**src/rtl/hazard_pkg.sv**
```systemverilog
// Shared types and constants for the pipeline hazard controller.
package hazard_pkg;

  localparam int CNT_W_DEF = 32;

  typedef enum logic [1:0] {
    RUN     = 2'd0,
    MD_WAIT = 2'd1
  } hz_state_e;

  // A load in EX whose destination is read by the instruction in ID.
  // x0 is hardwired to zero, so it never creates a dependency.
  function automatic logic is_load_use(
    input logic       ex_mem_read,
    input logic [4:0] ex_rd,
    input logic [4:0] id_rs1,
    input logic       id_use_rs1,
    input logic [4:0] id_rs2,
    input logic       id_use_rs2
  );
    return ex_mem_read && (ex_rd != 5'd0) &&
           ((id_use_rs1 && (id_rs1 == ex_rd)) ||
            (id_use_rs2 && (id_rs2 == ex_rd)));
  endfunction

endpackage

```
**src/rtl/hazard_ctrl_sat_counter.sv**
```systemverilog
// Saturating event counter: counts inc cycles and holds at all-ones.
module sat_counter #(
  parameter int W = 32
) (
  input  logic         clk,
  input  logic         rst_n,
  input  logic         inc,
  output logic [W-1:0] count
);

  logic [W-1:0] count_q;
  logic [W-1:0] count_d;

  // Next count: advance on inc unless already saturated.
  always_comb begin
    count_d = count_q;
    if (inc && (count_q != {W{1'b1}})) begin
      count_d = count_q + {{(W-1){1'b0}}, 1'b1};
    end
  end

  // Count register.
  always_ff @(posedge clk or negedge rst_n) begin
    if (!rst_n) begin
      count_q <= '0;
    end else begin
      count_q <= count_d;
    end
  end

  assign count = count_q;

endmodule

```
**src/rtl/hazard_ctrl.sv**
```systemverilog
// Pipeline hazard controller: memory stalls, load-use interlock, EX
// redirects and multi-cycle mul/div waits, plus stall/flush counters.
module hazard_ctrl
  import hazard_pkg::*;
#(
  parameter int CNT_W = CNT_W_DEF
) (
  input  logic             clk,
  input  logic             rst_n,
  input  logic [4:0]       id_rs1,
  input  logic [4:0]       id_rs2,
  input  logic             id_use_rs1,
  input  logic             id_use_rs2,
  input  logic [4:0]       ex_rd,
  input  logic             ex_mem_read,
  input  logic             ex_redirect,
  input  logic             ex_md_start,
  input  logic             md_done,
  input  logic             dmem_req,
  input  logic             dmem_ack,
  output logic             pc_en,
  output logic             if_id_en,
  output logic             id_ex_en,
  output logic             ex_mem_en,
  output logic             mem_wb_en,
  output logic             if_id_clear,
  output logic             id_ex_clear,
  output logic             ex_mem_clear,
  output logic             mem_wb_clear,
  output logic [CNT_W-1:0] stall_cnt,
  output logic [CNT_W-1:0] flush_cnt,
  output logic [1:0]       state
);

  hz_state_e state_q, state_d;
  logic      md_done_q, md_done_d;
  logic      mem_stall;
  logic      load_use;
  logic      md_fin;
  logic      flush_inc;

  assign mem_stall = dmem_req && !dmem_ack;
  assign load_use  = is_load_use(ex_mem_read, ex_rd, id_rs1, id_use_rs1,
                                 id_rs2, id_use_rs2);
  // A completion seen during a memory stall is remembered until it can act.
  assign md_fin    = md_done || md_done_q;

  // Next state and pipeline controls; memory stall outranks everything,
  // and a redirect outranks a load-use interlock.
  always_comb begin
    state_d      = state_q;
    md_done_d    = md_done_q;
    flush_inc    = 1'b0;
    pc_en        = 1'b1;
    if_id_en     = 1'b1;
    id_ex_en     = 1'b1;
    ex_mem_en    = 1'b1;
    mem_wb_en    = 1'b1;
    if_id_clear  = 1'b0;
    id_ex_clear  = 1'b0;
    ex_mem_clear = 1'b0;
    mem_wb_clear = 1'b0;
    if (!rst_n) begin
      // Hold the whole pipeline frozen and empty while in reset.
      pc_en        = 1'b0;
      if_id_en     = 1'b0;
      id_ex_en     = 1'b0;
      ex_mem_en    = 1'b0;
      mem_wb_en    = 1'b0;
      if_id_clear  = 1'b1;
      id_ex_clear  = 1'b1;
      ex_mem_clear = 1'b1;
      mem_wb_clear = 1'b1;
      state_d      = RUN;
      md_done_d    = 1'b0;
    end else if (mem_stall) begin
      // Freeze everything up to MEM; WB receives a bubble. A redirect
      // stays pending because EX is held.
      pc_en        = 1'b0;
      if_id_en     = 1'b0;
      id_ex_en     = 1'b0;
      ex_mem_en    = 1'b0;
      mem_wb_clear = 1'b1;
      if ((state_q == MD_WAIT) && md_done) begin
        md_done_d = 1'b1;
      end
    end else begin
      unique case (state_q)
        RUN: begin
          if (ex_redirect) begin
            if_id_clear = 1'b1;
            id_ex_clear = 1'b1;
            flush_inc   = 1'b1;
          end else if (load_use) begin
            pc_en       = 1'b0;
            if_id_en    = 1'b0;
            id_ex_clear = 1'b1;
          end
          if (ex_md_start && !md_done) begin
            state_d = MD_WAIT;
          end
        end
        MD_WAIT: begin
          if (md_fin) begin
            state_d   = RUN;
            md_done_d = 1'b0;
          end else begin
            pc_en        = 1'b0;
            if_id_en     = 1'b0;
            id_ex_en     = 1'b0;
            ex_mem_clear = 1'b1;
          end
        end
        default: begin
          state_d   = RUN;
          md_done_d = 1'b0;
        end
      endcase
    end
  end

  // FSM state and sticky mul/div completion.
  always_ff @(posedge clk or negedge rst_n) begin
    if (!rst_n) begin
      state_q   <= RUN;
      md_done_q <= 1'b0;
    end else begin
      state_q   <= state_d;
      md_done_q <= md_done_d;
    end
  end

  assign state = state_q;

  sat_counter #(.W(CNT_W)) u_stall_cnt (
    .clk   (clk),
    .rst_n (rst_n),
    .inc   (!pc_en),
    .count (stall_cnt)
  );

  sat_counter #(.W(CNT_W)) u_flush_cnt (
    .clk   (clk),
    .rst_n (rst_n),
    .inc   (flush_inc),
    .count (flush_cnt)
  );

endmodule
```
**config.mk**
```make
export PLATFORM = sky130hd
export DESIGN_NAME = hazard_ctrl
export DESIGN_NICKNAME = d
export VERILOG_FILES = /design/src/rtl/hazard_pkg.sv /design/src/rtl/hazard_ctrl_sat_counter.sv /design/src/rtl/hazard_ctrl.sv
export SDC_FILE = /design/constraint.sdc
export NUM_CORES = 1
export LEC_CHECK = 0
export CAP_MARGIN = 40
export CORE_ASPECT_RATIO = 0.5
export CORE_MARGIN = 4
export CORE_UTILIZATION = 30
export DETAILED_ROUTE_END_ITERATION = 10
export GPL_TIMING_DRIVEN = 0
export PLACE_DENSITY = 0.52
export SYNTH_ARGS = -nofsm -noshare
export SYNTH_HDL_FRONTEND = slang
export SYNTH_SLANG_ARGS = --single-unit
```
**constraint.sdc**
```tcl
create_clock -name clk -period 2.4 [get_ports clk]
set_clock_uncertainty 0.1 [all_clocks]
set_input_delay 0.48 -clock clk [delete_from_list [all_inputs] [get_ports clk]]
set_output_delay 0.48 -clock clk [all_outputs]
set_load 0.03 [all_outputs]
```
==> summary.txt <==
Run status
  • Outcome: complete, but fails checks
  • Violations in the final reports: setup timing

Critical path
  • Reg-to-reg startpoint: u_stall_cnt.count[10]
  • Worst Setup End Kind: primary output
  • Crit start category: input port
  • Reg-to-reg slack, setup: 150 ps
  • Setup crit end: pc_en
  • Critical path arrival: ~1900 ps
  • Crit path max fanout: 3
  • CP Class: input port to primary output
  • CP Data Required Time: roughly 1800 ps
  • Reg2Reg Depth: 6
  • Worst r2r dst: u_stall_cnt.count[1]
  • Critical path origin: ex_rd[1]

GRT
  • Vias in the first global route: 2777
  • Initial antenna violation count: 0
  • Total GRT Usage: 14.1%
  • Largest net degree at the start of global routing: 32
  • Grt ovf: 0
  • First-pass GRT wire length: about 14 mm

Detailed routing
  • Initial DRC count: between 90 and 100
  • Antenna-violating nets left: 0
  • Vias per cell: between 4 and 5
  • Routed Wire Length: 8.43 mm
  • Wire per inst: roughly 15 um
  • Total number of vias: roughly 2.6k
  • DRT Pass-1 Iters: 4
  • DRC Markers: 0

Placement
  • IO Port Bufs: 98
  • GP Congestion: a little under 0.8
  • DPL Wire Length: between 6 and 7 mm

Synth
  • Register area share after synthesis: between 50% and 60%
  • Post-synth EDFFs: 0
  • Syn_nets: between 300 and 400
  • Synthesis Warnings: 0
  • Ys async rst share: 100%
  • Netlist cell types: 39
  • Avg Synthesized Cell Area: approximately 11 um^2
  • Top_reg_cell synth: dfrtp_1
  • Register bit total from synthesis: 66
  • Synth Cell Area: roughly 0.0032 mm^2
  • Cell count after synthesis: 309

Clock tree
  • CTS max path bufs: 2
  • Clk_lat worst skew: around 330 ps
  • Total CTS buffers: 9
  • Worst-path clk slew: approximately 60 ps
  • CTS root buffer: clkbuf_16
  • CTS Sinks: 66
  • CTS H-Tree Depth: 3
  • CTS tree: built

Timing
  • F_max: 407 MHz
  • Slew Limit Headroom: between 60% and 70%
  • Fin worst setup slack: -59.1 ps
  • Max Slew Vio Count: 0
  • Crit path time final: about 2500 ps
  • Worst Tran Pin Value: 551 ps
  • RSZ-0062 raised after global routing: yes
  • Setup TNS: -88.0 ps
  • Period utilisation layout: 102%
  • Final setup violation count: 3
  • Final hold viol count: 0

Layout
  • Layout cells sized above 1: approximately an eighth
  • Ant. Diodes: 0
  • Nets: around 450
  • Synth-to-layout area growth: 52.6%

Floorplanning
  • Floorplan core area: about 0.010 mm^2
  • Die footprint: ~0.013 mm^2
  • Die Ht: approximately 82 um
  • I/O pins: 100
  • Die X: roughly 160 um
  • Num rows: 26
  • Initial Util: roughly 31%

Worst hold path
  • Tightest Hold Check Type: input port to async pin

Pwr
  • Leakage: approximately 2.1 nW
  • Peak supply drop: 0.342 mV
  • Power Density: around 770 mW/mm^2
  • Total power: around 0.0038 W

Run
  • Maximum Capacitance Violations: 0
[state kept, by name (all words and copies together), names as in the netlist]
signal	count
u_flush_cnt.count	32
u_stall_cnt.count	32
md_done_q	1
state	1
[through the flow]
| step | hold WS [ps] | area (um^2) | std cells | setup slack [ps] | util (%) |
|---|---|---|---|---|---|
| after floorplan | 84.4 | 3270 | 309 | -18.9 | - |
| after global placement | 376 | 4430 | 547 | -3360 | 42.7 |
| after detailed placement | 246 | 4450 | 548 | -1110 | 42.9 |
| after CTS | 40.1 | 4890 | 568 | -100 | 47.1 |
| after global routing | 39.1 | 4950 | 571 | -105 | 47.7 |
| final | 44.3 | 4950 | 571 | -59.1 | 47.7 |
[worst max-delay path, stage by stage]
cell and delay, ps:
buf_8 90, or4_4 520, o21a_1 210, nor3b_4 160, a21boi_4 180, buf_6 120
buf_6 120
[power by group]
group          switching [W]  internal (W)  leakage, nW
Sequential          0.000157       0.00122        0.879
Clock               0.000486       0.00112        0.176
Combinational       0.000448      0.000398         1.05
[what timing repair did]
item                                   in CTS  in global routing
setup buffers                               2                  2
setup endpoints to repair                  39                 40
resized for setup                          55                 16
cloned                                      1                  2
endpoints found under the hold margin      12                  0
pin swaps                                   3                 13
hold buffers                                1                  0
[layout by cell type (no fill, tap or decap), drive strengths merged, types with 4 or more instances in the layout]
cell type,Yosys,routed
xnor2,56,56
buf,8,24
inv,5,5
nand4,24,24
xor2,14,14
and4,7,7
nand3,24,24
and3,14,14
bufinv,0,4
clkdlybuf4s50,0,83
nor3,7,7
dfrtp,66,66
nand2,25,25
clkbuf,2,10
nor2,23,23
[metal layers]
layer	vias up	part of all wire, %	global-route usage, %
li1	1300	-	-
met1	1285	46	17.0
met2	47	49	24.4
met3	8	3.8	4.05
met4	0	1.4	4.93
met5	-	0	0
[synth_stat cells, types with 2 or more instances]
cell type  count  area (um^2)
inv_1          5         18.8
and3_1        14         87.6
o21ai_0        2         10.0
nor2_1        23         86.3
nor2b_1        3         18.8
nand4_1       24          150
a21oi_1        2         10.0
nor3_1         6         30.0
o21a_1         2         15.0
nand2b_1       3         18.8
and2_1         3         18.8
nand3b_1       2         15.0
dfrtp_1       66         1650
xor2_1        14          123
buf_2          4         20.0
xnor2_1       56          490
and4_1         7         61.3
clkbuf_1       2         7.51
nand3_1       24          120
buf_4          3         22.5
ha_1           2         25.0
nand2_1       25         93.8
[cells by family (layout without fill, tap and decap cells)]
kind of cell	after synthesis	after routing	synth area share [%]
AOI/OAI and AO/OA	14	14	3.28
other	1	1	0.115
buffers and inverters	15	137	2.47
DFF	66	66	50.9
xor gates and xnor gates	70	70	18.9
muxes	2	2	0.809
and+or+nand+nor	139	139	22.8
adders and majority gates	2	2	0.771
[worst min-delay path by stage]
stage | start | end | slack [ps] | cells after the start
2_1_floorplan | rst_n | md_done_q | 80 | 0
3_3_place_gp | u_flush_cnt.count[29] | u_flush_cnt.count[29] | 380 | 1
3_5_place_dp | rst_n | u_flush_cnt.count[9] | 250 | 1
4_1_cts | rst_n | u_stall_cnt.count[5] | 40 | 2
5_1_grt | rst_n | u_stall_cnt.count[4] | 40 | 2
6_report | rst_n | u_stall_cnt.count[6] | 40 | 2
[cell type report]
class / instances / area, um^2
Clock inverter: 7 / 141
Timing Repair Buffer: 107 / 1090
Multi-Input combinational cell: 228 / 1570
Sequential cell: 66 / 1650
Fill cell: 961 / 5420
Buffer: 9 / 75.1
Clock buffer: 9 / 225
Inverter: 5 / 18.8
Tap cell: 140 / 175
Note: power is estimated with default switching activity, not from simulation.
==> RTL change: new RTL, same settings <==
The package constant `CNT_W_DEF` goes from 32 to 64.
--- a/src/rtl/hazard_pkg.sv
+++ b/src/rtl/hazard_pkg.sv
@@ -2,5 +2,5 @@
 package hazard_pkg;
 
-  localparam int CNT_W_DEF = 32;
+  localparam int CNT_W_DEF = 64;
 
   typedef enum logic [1:0] {
Ports: changed (resized flush_cnt and stall_cnt); port bits go from 100 to 164. The function was not compared with the original's and may differ.
==> RTL change against the original RTL <==
- count of clock-buffer cells in the layout increased by 13
- wire length increased to 2.8 times the old value
- sequential cell count increased by 64
- sequential share of layout area decreased by 5.2 points
- area after synthesis increased by 110%
- critical path depth increased by 1
- power increased by 89%
- the run still ends with negative setup slack left
- combinational power increased by 120%
- clock power increased by 70%
- design area increased by 140%
- largest cell class is now multi-input gates
- worst setup slack got worse by 0.13 ns
==> RTL change: results (changes against the original RTL) <==
The run finished, with violations left. The largest net degree at the start of global routing came out at 38 (+19%). For the via count of the first global-routing pass, the log shows 6430 (+130%). The logs give 36.47 mm (+160%) for the first-pass GRT wire length and 4.767 nW (+130%) for the leakage power of the design. The maximum fanout count along the critical path is 4 (+1), and the internal power summed over all cells is 5.000 mW (+83%).

The post-detailed-route wirelength per cell came out at 18.52 um (+25%). The number of post-CTS setup repair buffers was 47 (+45); the number of vias in the routed layout was 6483 (+150%). The number of synthesized register bits was 130 (+97%). The multi-input logic area came out at 0.004423 mm2 (+180%).

The fraction of area in clock buffers and inverters works out to 0.05197 (-0.02204). The run gives 22 (+13) as the clock tree buffer count of the final layout. The logs give 516 (+130%) for the number of combinational gates with multiple inputs and 4 (+1) for the number of levels in the clock H-tree. The worst-case vdd ir drop is 0.5114 mV (+50%), and the final count of negative-setup-slack endpoints is 49 (+46).

The worst slew margin relative to its limit came out at 0.6046 (-0.02663). The mean cell area of the mapped netlist is 9.884 um2 (-5.9%). For the clock network latency to the later pin of the worst-skew pair, the log shows 0.42 ns (+0.09 ns). The layout cell share with drive strength beyond 1 is 0.3726 (+0.2404). The checks that failed: negative setup slack. The logs give 705 (+110%) for the post-synthesis net count and -0.13 ns (-0.28 ns) for the worst reg-to-reg setup slack.

The final worst-path setup slack was -0.1888 ns (-0.1297 ns); the synthesized-area fraction occupied by adder cells was 0.003734 (-0.003973). The final total negative setup slack is -4.101 ns (-4.013 ns). The number of DRC violations after detailed-routing iteration 0 came out at 352 (+270%).
## RTL change: final timing paths
kind | startpoint | end | depth (start not counted)
worst max-delay path | ex_rd[2] | pc_en | 8
min in group clk | rst_n | md_done_q$_DFFE_PN0P_ | 3
max in group asynchronous | rst_n | u_flush_cnt.count[35]$_DFFE_PN0P_ | 2
worst min-delay path | rst_n | u_flush_cnt.count[53]$_DFFE_PN0P_ | 3
worst min register to register | u_stall_cnt.count[7]$_DFFE_PN0P_ | u_stall_cnt.count[7]$_DFFE_PN0P_ | 1
worst max register to register | u_stall_cnt.count[47]$_DFFE_PN0P_ | u_stall_cnt.count[48]$_DFFE_PN0P_ | 8
## RTL change: metrics by stage
step	hold WS (ns)	total power [mW]	instance area, um2	worst slack [ns]	utilization
final	0.02094	7.254	11820	-0.1888	0.5417
after floorplan	0.08441	3.390	6857	-0.1192	-
after global placement	0.3760	4.024	8853	-6.155	0.4057
after detailed placement	0.3817	4.038	8900	-1.438	0.4078
after CTS	0.01987	7.007	10800	-0.1844	0.4947
after global routing	0.02335	7.540	11820	-0.2223	0.5417
## RTL change: per-layer routing
layer  up-vias  share of wire  GRT usage
met5         -              0          0
met4         0          0.020    0.05427
met3        39          0.040    0.03167
met2       137           0.50     0.3056
met1      3243           0.44     0.2506
li1       3064              -          -
## RTL change: tightest hold or removal path, stage by stage
cell and delay [ns]:
sky130_fd_sc_hd__buf_16 0.13, sky130_fd_sc_hd__buf_12 0.11, sky130_fd_sc_hd__buf_12 0.17
## RTL change: power groups by stage
stage	registers (mW)	clock network [mW]	logic, mW
3_5_place_dp	2.74	0	1.30
4_1_cts	2.65	2.77	1.59
6_report	2.66	2.73	1.86
5_1_grt	2.69	2.88	1.97
2_1_floorplan	3.05	0	0.345
3_3_place_gp	2.74	0	1.29
